### config.mk
export PLATFORM = sky130hd
export DESIGN_NAME = mult_seq_sm_flat
export DESIGN_NICKNAME = d
export VERILOG_FILES = /design/src/rtl/mult_seq_sm_if.sv /design/src/rtl/mult_seq_sm.sv /design/src/flat_wrapper.sv
export SDC_FILE = /design/constraint.sdc
export NUM_CORES = 1
export LEC_CHECK = 0
export BUFFER_PORTS_ARGS = -buffer_cell sky130_fd_sc_hd__buf_4
export CAP_MARGIN = 20
export CORE_MARGIN = 4
export CORE_UTILIZATION = 25
export CTS_BUF_LIST = sky130_fd_sc_hd__clkbuf_4
export DETAILED_ROUTE_END_ITERATION = 8
export SLEW_MARGIN = 20
export SYNTH_ARGS = -nofsm -noshare
export SYNTH_HDL_FRONTEND = slang
export SYNTH_SLANG_ARGS = --single-unit
### constraint.sdc
create_clock -name clk -period 18.1 [get_ports clk]
set_input_delay 1.81 -clock clk [delete_from_list [all_inputs] [get_ports clk]]
set_output_delay 1.81 -clock clk [all_outputs]
set_load 0.05 [all_outputs]
### src/rtl/mult_seq_sm_if.sv
// Start/done handshake bundle for the sequential sign-magnitude multiplier.
// The master drives the request side; the slave (the multiplier) returns the result.
interface mult_seq_sm_if #(
  parameter int N = 32
);
  logic         local_reset;
  logic         start;
  logic [N-1:0] in1;
  logic [N-1:0] in2;
  logic [N-1:0] product;
  logic         busy;
  logic         done;
  logic         overflow;

  modport master (
    output local_reset, start, in1, in2,
    input  product, busy, done, overflow
  );

  modport slave (
    input  local_reset, start, in1, in2,
    output product, busy, done, overflow
  );
endinterface

### src/rtl/mult_seq_sm.sv
// Shift-add sign-magnitude Q-format multiplier, one multiplier bit per cycle.
// Optional MULT_SEQ_SM_ROUND_EN rounds half away from zero instead of truncating.
//
// state | meaning
// IDLE  | waiting for start; product/overflow hold last result
// CALC  | one partial product per cycle, N-1 cycles
// DONE  | scale, saturate, register product, pulse done
module mult_seq_sm #(
  parameter int Q = 16,
  parameter int N = 32
) (
  input logic            clk,
  input logic            reset,
  mult_seq_sm_if.slave   bus
);

  localparam int CW = $clog2(N);
  localparam logic [CW-1:0] LAST = CW'(N - 2);

  typedef enum logic [1:0] {IDLE, CALC, DONE} state_t;

  state_t          state;
  logic [2*N-3:0]  acc;
  logic [2*N-3:0]  mcand;
  logic [N-2:0]    mplier;
  logic            sign;
  logic [CW-1:0]   cnt;

  logic [N-2:0]    raw;
  logic [N-2:0]    mag;
  logic            ovf;
`ifdef MULT_SEQ_SM_ROUND_EN
  logic [N-1:0]    rnd;
`endif

  // Result scaling: drop Q fraction bits, anything above the N-1 magnitude bits is overflow.
  always_comb begin
    raw = acc[N-2+Q:Q];
    ovf = |acc[2*N-3:N-1+Q];
`ifdef MULT_SEQ_SM_ROUND_EN
    rnd = {1'b0, raw} + N'(acc[Q-1]);
    ovf = ovf | rnd[N-1];
    raw = rnd[N-2:0];
`endif
    mag = ovf ? '1 : raw;
  end

  always_ff @(posedge clk or posedge reset) begin
    if (reset) begin
      state        <= IDLE;
      acc          <= '0;
      mcand        <= '0;
      mplier       <= '0;
      sign         <= 1'b0;
      cnt          <= '0;
      bus.product  <= '0;
      bus.busy     <= 1'b0;
      bus.done     <= 1'b0;
      bus.overflow <= 1'b0;
    end else if (bus.local_reset) begin
      state        <= IDLE;
      bus.product  <= '0;
      bus.busy     <= 1'b0;
      bus.done     <= 1'b0;
      bus.overflow <= 1'b0;
    end else begin
      bus.done <= 1'b0;
      case (state)
        IDLE: begin
          if (bus.start) begin
            mcand        <= {{(N-1){1'b0}}, bus.in1[N-2:0]};
            mplier       <= bus.in2[N-2:0];
            sign         <= bus.in1[N-1] ^ bus.in2[N-1];
            acc          <= '0;
            cnt          <= '0;
            bus.overflow <= 1'b0;
            bus.busy     <= 1'b1;
            state        <= CALC;
          end
        end
        CALC: begin
          if (mplier[cnt]) acc <= acc + mcand;
          mcand <= mcand << 1;
          cnt   <= cnt + 1'b1;
          if (cnt == LAST) state <= DONE;
        end
        DONE: begin
          // A zero magnitude always carries a positive sign.
          bus.product  <= {sign && (mag != '0), mag};
          bus.overflow <= ovf;
          bus.done     <= 1'b1;
          bus.busy     <= 1'b0;
          state        <= IDLE;
        end
        default: state <= IDLE;
      endcase
    end
  end

endmodule

### src/flat_wrapper.sv
// flat-port wrapper written by rule: the top's interface ports become plain ports
module mult_seq_sm_flat 
#(
  parameter int Q = 16,
  parameter int N = 32
)
  (clk, reset, bus_local_reset, bus_start, bus_in1, bus_in2, bus_product, bus_busy, bus_done, bus_overflow);
  mult_seq_sm_if #(.N(N)) bus_i ();
  input logic clk;
  input logic reset;
  input wire logic [$bits(bus_i.local_reset)-1:0] bus_local_reset;
  input wire logic [$bits(bus_i.start)-1:0] bus_start;
  input wire logic [$bits(bus_i.in1)-1:0] bus_in1;
  input wire logic [$bits(bus_i.in2)-1:0] bus_in2;
  output wire logic [$bits(bus_i.product)-1:0] bus_product;
  output wire logic [$bits(bus_i.busy)-1:0] bus_busy;
  output wire logic [$bits(bus_i.done)-1:0] bus_done;
  output wire logic [$bits(bus_i.overflow)-1:0] bus_overflow;
  assign bus_i.local_reset = bus_local_reset;
  assign bus_i.start = bus_start;
  assign bus_i.in1 = bus_in1;
  assign bus_i.in2 = bus_in2;
  assign bus_product = bus_i.product;
  assign bus_busy = bus_i.busy;
  assign bus_done = bus_i.done;
  assign bus_overflow = bus_i.overflow;
  mult_seq_sm #(.Q(Q), .N(N)) u_core (.clk(clk), .reset(reset), .bus(bus_i));
endmodule
==> impl_results.md, run 1 <==
* Status: complete, no violations
* Placed inst area at 12940 um^2
* Tmin final at 3.631 ns
* Largest family of logic cells by synthesized area: compound AO/OA/AOI/OAI gates
* Critical Path AT at 4.17 ns
* Post-synth top flop: dfrtp_1
* Final Skew at 0.02650 ns
* Core ar. at 45670 um^2
* Initial Util at 25.44%
* Worst-path fanout max at 53
* Congestion Overflow GR at 0
* Synth Area in XOR/XNOR at 4.221%
* Final Max Tran Viols at 0
* Proportion of layout cells with a drive suffix above 1 at 16.08%
* Clk slew on worst S/H paths at 0.16 ns
* CP startpoint kind: register
* CTS tree: yes
* Chip width at 223.6 um
* H-tree levels at 4
* First-pass GRT wire length at 51000 um
* Synth top area share at 42.64%
* Worst slack at placement at 14.04 ns
* Distinct cells, synth at 78
* Period utilisation layout at 20.06%
* Leading area contributor after synthesis: dfrtp_1
* Fillers at 4877
* Ys Warns at 0
* Count of final setup violators at 0
* Max_cap viols at 0
* Average size of a mapped cell at 9.008 um^2
* Max Freq at 275.4 MHz
* Routed vias at 9506
* Clk buf depth at 2
* Seq/Total Area, Yosys at 42.64%
* CTS Buf Count at 17
* Total Wirelength at 30740 um
* Fin nets at 1481
* Setup Fix Bufs, Post-CTS at 0
* Ports at 103
* Area occupied by multi-input gates at 6304 um^2
* Ranking of synthesized cells by area: dfrtp_1 43%, nand2_1 9.2%, ha_1 6.8%, o21ai_0 4.2%, mux2_2 3.1%
* Initial DRC count at 489
* Yosys reg bits at 198
* Placed wire-length estimate at 22080 um
* Critical path class: register to register
* Gr usage total at 12.36%
* Final ANT Viol Nets at 0
* Area Growth Syn to Fin at 14.40%
* Die Y at 223.6 um
* Row cnt at 78
* Power per cell area at 106.0 nW/um^2
* Final GP Congestion at 0.8585
* Port Buf Inserts at 102
* Synth Area in Simple Gates at 18.21%
* Mux cell area share after synthesis at 5.276%
* FF-to-FF setup slack at 14.47 ns
* EDFF count, synth at 0
* Clk sinks at 198
* Leakage Power at 6.244 nW
* Register area at 4955 um^2
* Cells after synthesis at 1290
* Final WS setup at 14.47 ns
* Setup crit end kind: register
* Via/cell ratio at 4.843
* Final TNS setup at 0 ns
* Final Cell Area at 13290 um^2
* Antenna violations before repair at 2
* Vias in the first global route at 9520
* Count of final hold-check violations at 0
* Mapped Area at 11620 um^2
* Type of the worst min-delay path: register to register
* DRT Pass-1 Iters at 9
* Worst Path Required at 18.64 ns
* Post-cts gate resize count at 0
* Clock root buffer: clkbuf_4
* Worst VDD drop at 0.00006055 V
* Max-slew headroom at 36.89%
* Worst skew pair latency at 0.64 ns
* Full die area at 49990 um^2
* Drt drc at 0
* DR WL/cell at 15.66 um
* Synth Area in Compound Gates at 19.30%
* Net Count, Synth at 1422
* Synth Area in Adders at 6.956%
* Slew @ Worst Pin at 0.9453 ns
* Post-synth ARST share at 100.0%
* Hold buffer count at CTS at 0
* Pin count of the biggest net entering global routing at 96
* RSZ-0062 raised after global routing: false
path summary, 6_finish.rpt:
path	end	cells after the start	startpoint
max reg2reg	u_core.acc[61]$_DFFE_PP0P_	8	u_core.cnt[0]$_DFFE_PP0P_
min reg2reg	u_core.bus.product[16]$_DFFE_PP0N_	2	u_core.bus.product[16]$_DFFE_PP0N_
min	u_core.bus.product[16]$_DFFE_PP0N_	2	u_core.bus.product[16]$_DFFE_PP0N_
max in group asynchronous	u_core.bus.product[13]$_DFFE_PP0N_	4	reset
max	u_core.acc[61]$_DFFE_PP0P_	8	u_core.cnt[0]$_DFFE_PP0P_
min in group asynchronous	u_core.state[0]$_DFFE_PP0P_	2	reset
cell families after synthesis:
group	count (synthesis)
AO/OA/AOI/OAI	348
adder cells (fa/ha/maj)	64
multiplexers	46
buffers and inverters	96
flip-flops	198
AND/OR/NAND/NOR	482
XOR/XNOR	56
flip-flops by register name (all words and copies together) (netlist names):
signal,count
u_core.mplier,31
u_core.bus.overflow,1
u_core.bus.product,32
u_core.bus.done,1
u_core.mcand,62
u_core.bus.busy,1
u_core.sign,1
u_core.acc,62
u_core.cnt,5
u_core.state,2
worst max-delay path: stages, from the launching register on:
cell and delay [ns]:
dfrtp_1 0.79, mux4_2 0.59, mux4_2 0.47, mux2i_1 0.29, nor3_1 0.08, buf_4 0.22
inv_2 0.71, o311ai_1 0.21, o21a_1 0.15
where the power goes:
| group | internal, mW | leakage, nW | switching [mW] | total (mW) |
|---|---|---|---|---|
| sequential | 0.506 | 2.59 | 0.0641 | 0.570 |
| clock | 0.0851 | 0.148 | 0.166 | 0.251 |
| combinational | 0.254 | 3.51 | 0.334 | 0.588 |
per-layer routing:
metal  global-route usage, %  vias to the layer above  part of all wire [%]
met5                       0                        -                 0.042
met1                   17.13                     4567                    48
met2                   19.64                      210                    45
met3                   3.093                       27                   5.2
li1                        -                     4700                     -
met4                   2.704                        2                   1.3
synth_stat cells, types with 6 or more instances:
| cell | instances |
|---|---|
| inv_1 | 21 |
| nand4_1 | 22 |
| mux2_2 | 32 |
| a21o_1 | 36 |
| a31oi_1 | 36 |
| nand2_1 | 286 |
| a21oi_1 | 66 |
| a211oi_1 | 7 |
| nand2b_1 | 7 |
| o21ai_1 | 19 |
| xnor2_1 | 29 |
| o21bai_1 | 17 |
| buf_2 | 11 |
| mux4_2 | 9 |
| nor3_1 | 8 |
| clkbuf_1 | 54 |
| a22o_1 | 6 |
| nor2b_1 | 9 |
| o21ai_0 | 98 |
| xor2_1 | 27 |
| dfrtp_1 | 198 |
| ha_1 | 63 |
| nor2_1 | 67 |
| nor4_1 | 11 |
| nand3_1 | 38 |
| o21a_1 | 11 |
layout by cell type (no fill, tap or decap), types with 7 or more instances in the layout:
cell      netlist  final
inv_1          21     20
nor4_1         11     11
mux2_2         32     32
buf_4           0    112
nand4_1        22     22
nor3_1          8      8
nand3_1        38     38
xor2_1         27     27
o21ai_0        98     98
nor2_1         67     66
o21bai_1       17     17
xnor2_1        29     29
clkbuf_4        0     17
a21oi_1        66     66
mux4_2          9      9
o21ai_1        19     18
o21a_1         11     10
dfrtp_1       198    198
a31oi_1        36     36
a211oi_1        7      7
nor2b_1         9      7
a21o_1         36     36
ha_1           63     63
nand2b_1        7      7
nand2_1       286    285
final cells by class:
cell class | count | area share [%]
well taps | 600 | 5.648
flip-flops and latches | 198 | 37.27
clock inverters | 15 | 1.261
repair buffers | 114 | 6.739
multi-input cells | 996 | 47.42
diodes | 1 | 0.01883
inverters | 22 | 0.6777
clock buffers | 17 | 0.9601
metrics by stage:
stage | power [mW] | utilization, % | std cells | hold slack, ns
floorplan | 1.026 | - | 1290 | 0.4526
global placement | 1.150 | 28.33 | 1928 | 0.4551
detailed placement | 1.162 | 28.33 | 1928 | 0.4608
CTS | 1.420 | 28.98 | 1960 | 0.4965
global route | 1.519 | 29.10 | 1963 | 0.5163
finish | 1.409 | 29.10 | 1963 | 0.4877
No activity file was read; power rests on OpenSTA's default activity.
==> inputs of run 2 (changes only) <==
- clock period: 18.1 -> 3.4 ns (I/O delays scaled with it)
==> run 2 against run 1 <==
Die area unchanged. First-iteration DRC count up 47%. Clock skew up 0.0024 ns. Critical path type unchanged. Hold slack worse by 0.13 ns. Sequential power rose to 5.3 times the previous value. Non-clock buffer count up 74. Register-to-register slack worse by 14 ns. Power rose to 5.4 times the previous value. Highest routed layer is now met4.
==> impl_results.md, run 2 (synthesized netlist as in run 1, its figures left out) <==
* Final WS setup at 0.1809 ns
* Initial DRC count at 720
* Clk sinks at 198
* Top delay family on crit path: compound AO/OA/AOI/OAI gates
* H-tree levels at 4
* Antenna violations before repair at 2
* Port Buf Inserts at 102
* Fin nets at 1555
* Commonest non-fill, non-tap cell in the layout: nand2_1
* WP depth at 13
* Placed wire-length estimate at 23110 um
* Routed vias at 10000
* CTS Buf Count at 17
* P_sw at 3.116 mW
* Worst skew pair latency at 0.64 ns
* Final Max Tran Viols at 0
* Critical path class: register to register
* Worst Path Required at 3.99 ns
* Congestion Overflow GR at 0
* Core ar. at 45670 um^2
* Critical Path AT at 3.80 ns
* Total Wirelength at 32230 um
* Worst VDD drop at 0.0002940 V
* Count of final hold-check violations at 0
* Pin count of the biggest net entering global routing at 97
* DRT Pass-1 Iters at 5
* Tmin final at 3.219 ns
* Critical Path Slowest Stage Cell: dfrtp_1
* Power per cell area at 540.0 nW/um^2
* Sequential share of power at 40.0%
* Gr usage total at 13.10%
* Period utilisation layout at 94.68%
* Max Freq at 310.6 MHz
* CTS tree: yes
* Worst-path fanout max at 4
* Via/cell ratio at 4.907
* Clock root buffer: clkbuf_4
* DR WL/cell at 15.81 um
* Count of final setup violators at 0
* Vias in the first global route at 10080
* Final GP Congestion at 0.8881
* Max_cap viols at 0
* Status: complete, no violations
* Util after Layout at 30.71%
* Final ANT Viol Nets at 0
* Area Growth Syn to Fin at 20.72%
* Ports at 103
* Chip width at 223.6 um
* Drt drc at 0
* Slew @ Worst Pin at 0.7523 ns
* Crit-path cells: ha_1 > inv_1 > fa_1 > nand2b_1 > a211oi_2 > o21ai_2 > a211oi_2 > nor2_2 > a31o_2 > o31ai_4 > a211oi_2 > xor2_1 > o21ai_1
* First-pass GRT wire length at 54280 um
* Top flop regs: u_core.acc (62), u_core.mcand (62), u_core.bus.product (32)
* RSZ-0062 raised after global routing: true
* CP dominant cell by count: a211oi_2
* Clk slew on worst S/H paths at 0.18 ns
* Final Skew at 0.02891 ns
* Clk pwr share at 16.7%
* CP startpoint kind: register
* Leakage Power at 6.570 nW
* Most frequent cells in the layout: 285 x nand2_1, 198 x dfrtp_1, 115 x buf_4
* Max-slew headroom at 49.62%
* Setup crit end kind: register
* Row cnt at 78
* Internal Power at 4.459 mW
* Type of the worst min-delay path: input port to async pin
* Proportion of layout cells with a drive suffix above 1 at 15.88%
* Worst hold slack at 0.3532 ns
* Worst slack at placement at 0.2448 ns
* Logic pwr share at 43.3%
* Die Y at 223.6 um
* CP max stage delay at 0.41 ns
* Full die area at 49990 um^2
* Initial Util at 25.44%
* Clk buf depth at 2
* Final total power at 7.574 mW
* Sw frac at 41.13%
* Reg2reg path depth at 13
* Bufs and invs on worst path at 1
## run 2: cell count changes in the layout (fill, tap and decap cells not counted), sizes merged
cell	before	now
clkinvlp	4	2
buf	114	121
bufinv	2	0
dlygate4sd3	0	67
clkbuf	17	18
diode	1	2
clkinv	3	4
inv	28	30
## run 2: cell type report
type                       instances  area [um^2]
timing repair buffer             188         1654
inverter                          22        86.33
fill                            4841        31650
tap                              600        750.7
multi-input combinational        996         6310
sequential                       198         4955
clock inverter                    14        131.4
clock buffer                      18        135.1
antenna                            2        5.005
## run 2: through the flow
step / TNS, ns / instance area [um^2] / cells
floorplan: 0 / 11620 / 1290
global placement: 0 / 13060 / 1935
detailed placement: 0 / 13060 / 1935
CTS: 0 / 14000 / 2034
global route: -0.06562 / 14030 / 2038
finish: 0 / 14030 / 2038
## run 2: power by group through the flow
| stage | registers (mW) | clock network [mW] | logic [mW] |
|---|---|---|---|
| after global routing | 3.08 | 1.43 | 3.67 |
| after detailed placement | 3.07 | 0 | 3.16 |
| final | 3.03 | 1.27 | 3.28 |
| after global placement | 3.05 | 0 | 3.13 |
| after CTS | 3.02 | 1.32 | 3.24 |
| after floorplan | 2.93 | 0 | 2.53 |
## run 2: what timing repair did
item / CTS / global route
setup endpoints to repair: 0 / 3
hold buffers: 67 / 0
setup buffers: 0 / 2
resized for setup: 0 / 2
hold endpoints to repair: 94 / 0
## run 2: worst paths after layout
check                                                    from                                  to  slack (ns)
min                                                     reset        u_core.mcand[21]$_DFFE_PP0P_        0.35
max in group asynchronous                               reset       u_core.mplier[20]$_DFFE_PP0P_        2.08
max                               u_core.mcand[0]$_DFFE_PP0P_          u_core.acc[44]$_DFFE_PP0P_        0.18
min reg2reg                u_core.bus.product[19]$_DFFE_PP0N_  u_core.bus.product[19]$_DFFE_PP0N_        0.49
min in group clk                                  bus_in2[17]       u_core.mplier[17]$_DFFE_PP0P_        0.46
max reg2reg                       u_core.mcand[0]$_DFFE_PP0P_          u_core.acc[44]$_DFFE_PP0P_        0.18
## run 2: routing by layer
metal / wire length (um) / part of all wire (%) / GRT usage (%)
met4: 456 / 1.4 / 3.122
met3: 1545 / 4.8 / 2.804
met2: 14700 / 46 / 20.82
met5: 0 / 0 / 0
met1: 15520 / 48 / 18.34
## run 2: tightest hold or removal path: stages
cell and delay (ns):
dlygate4sd3_1 0.55, buf_4 0.14, clkinvlp_4 0.45
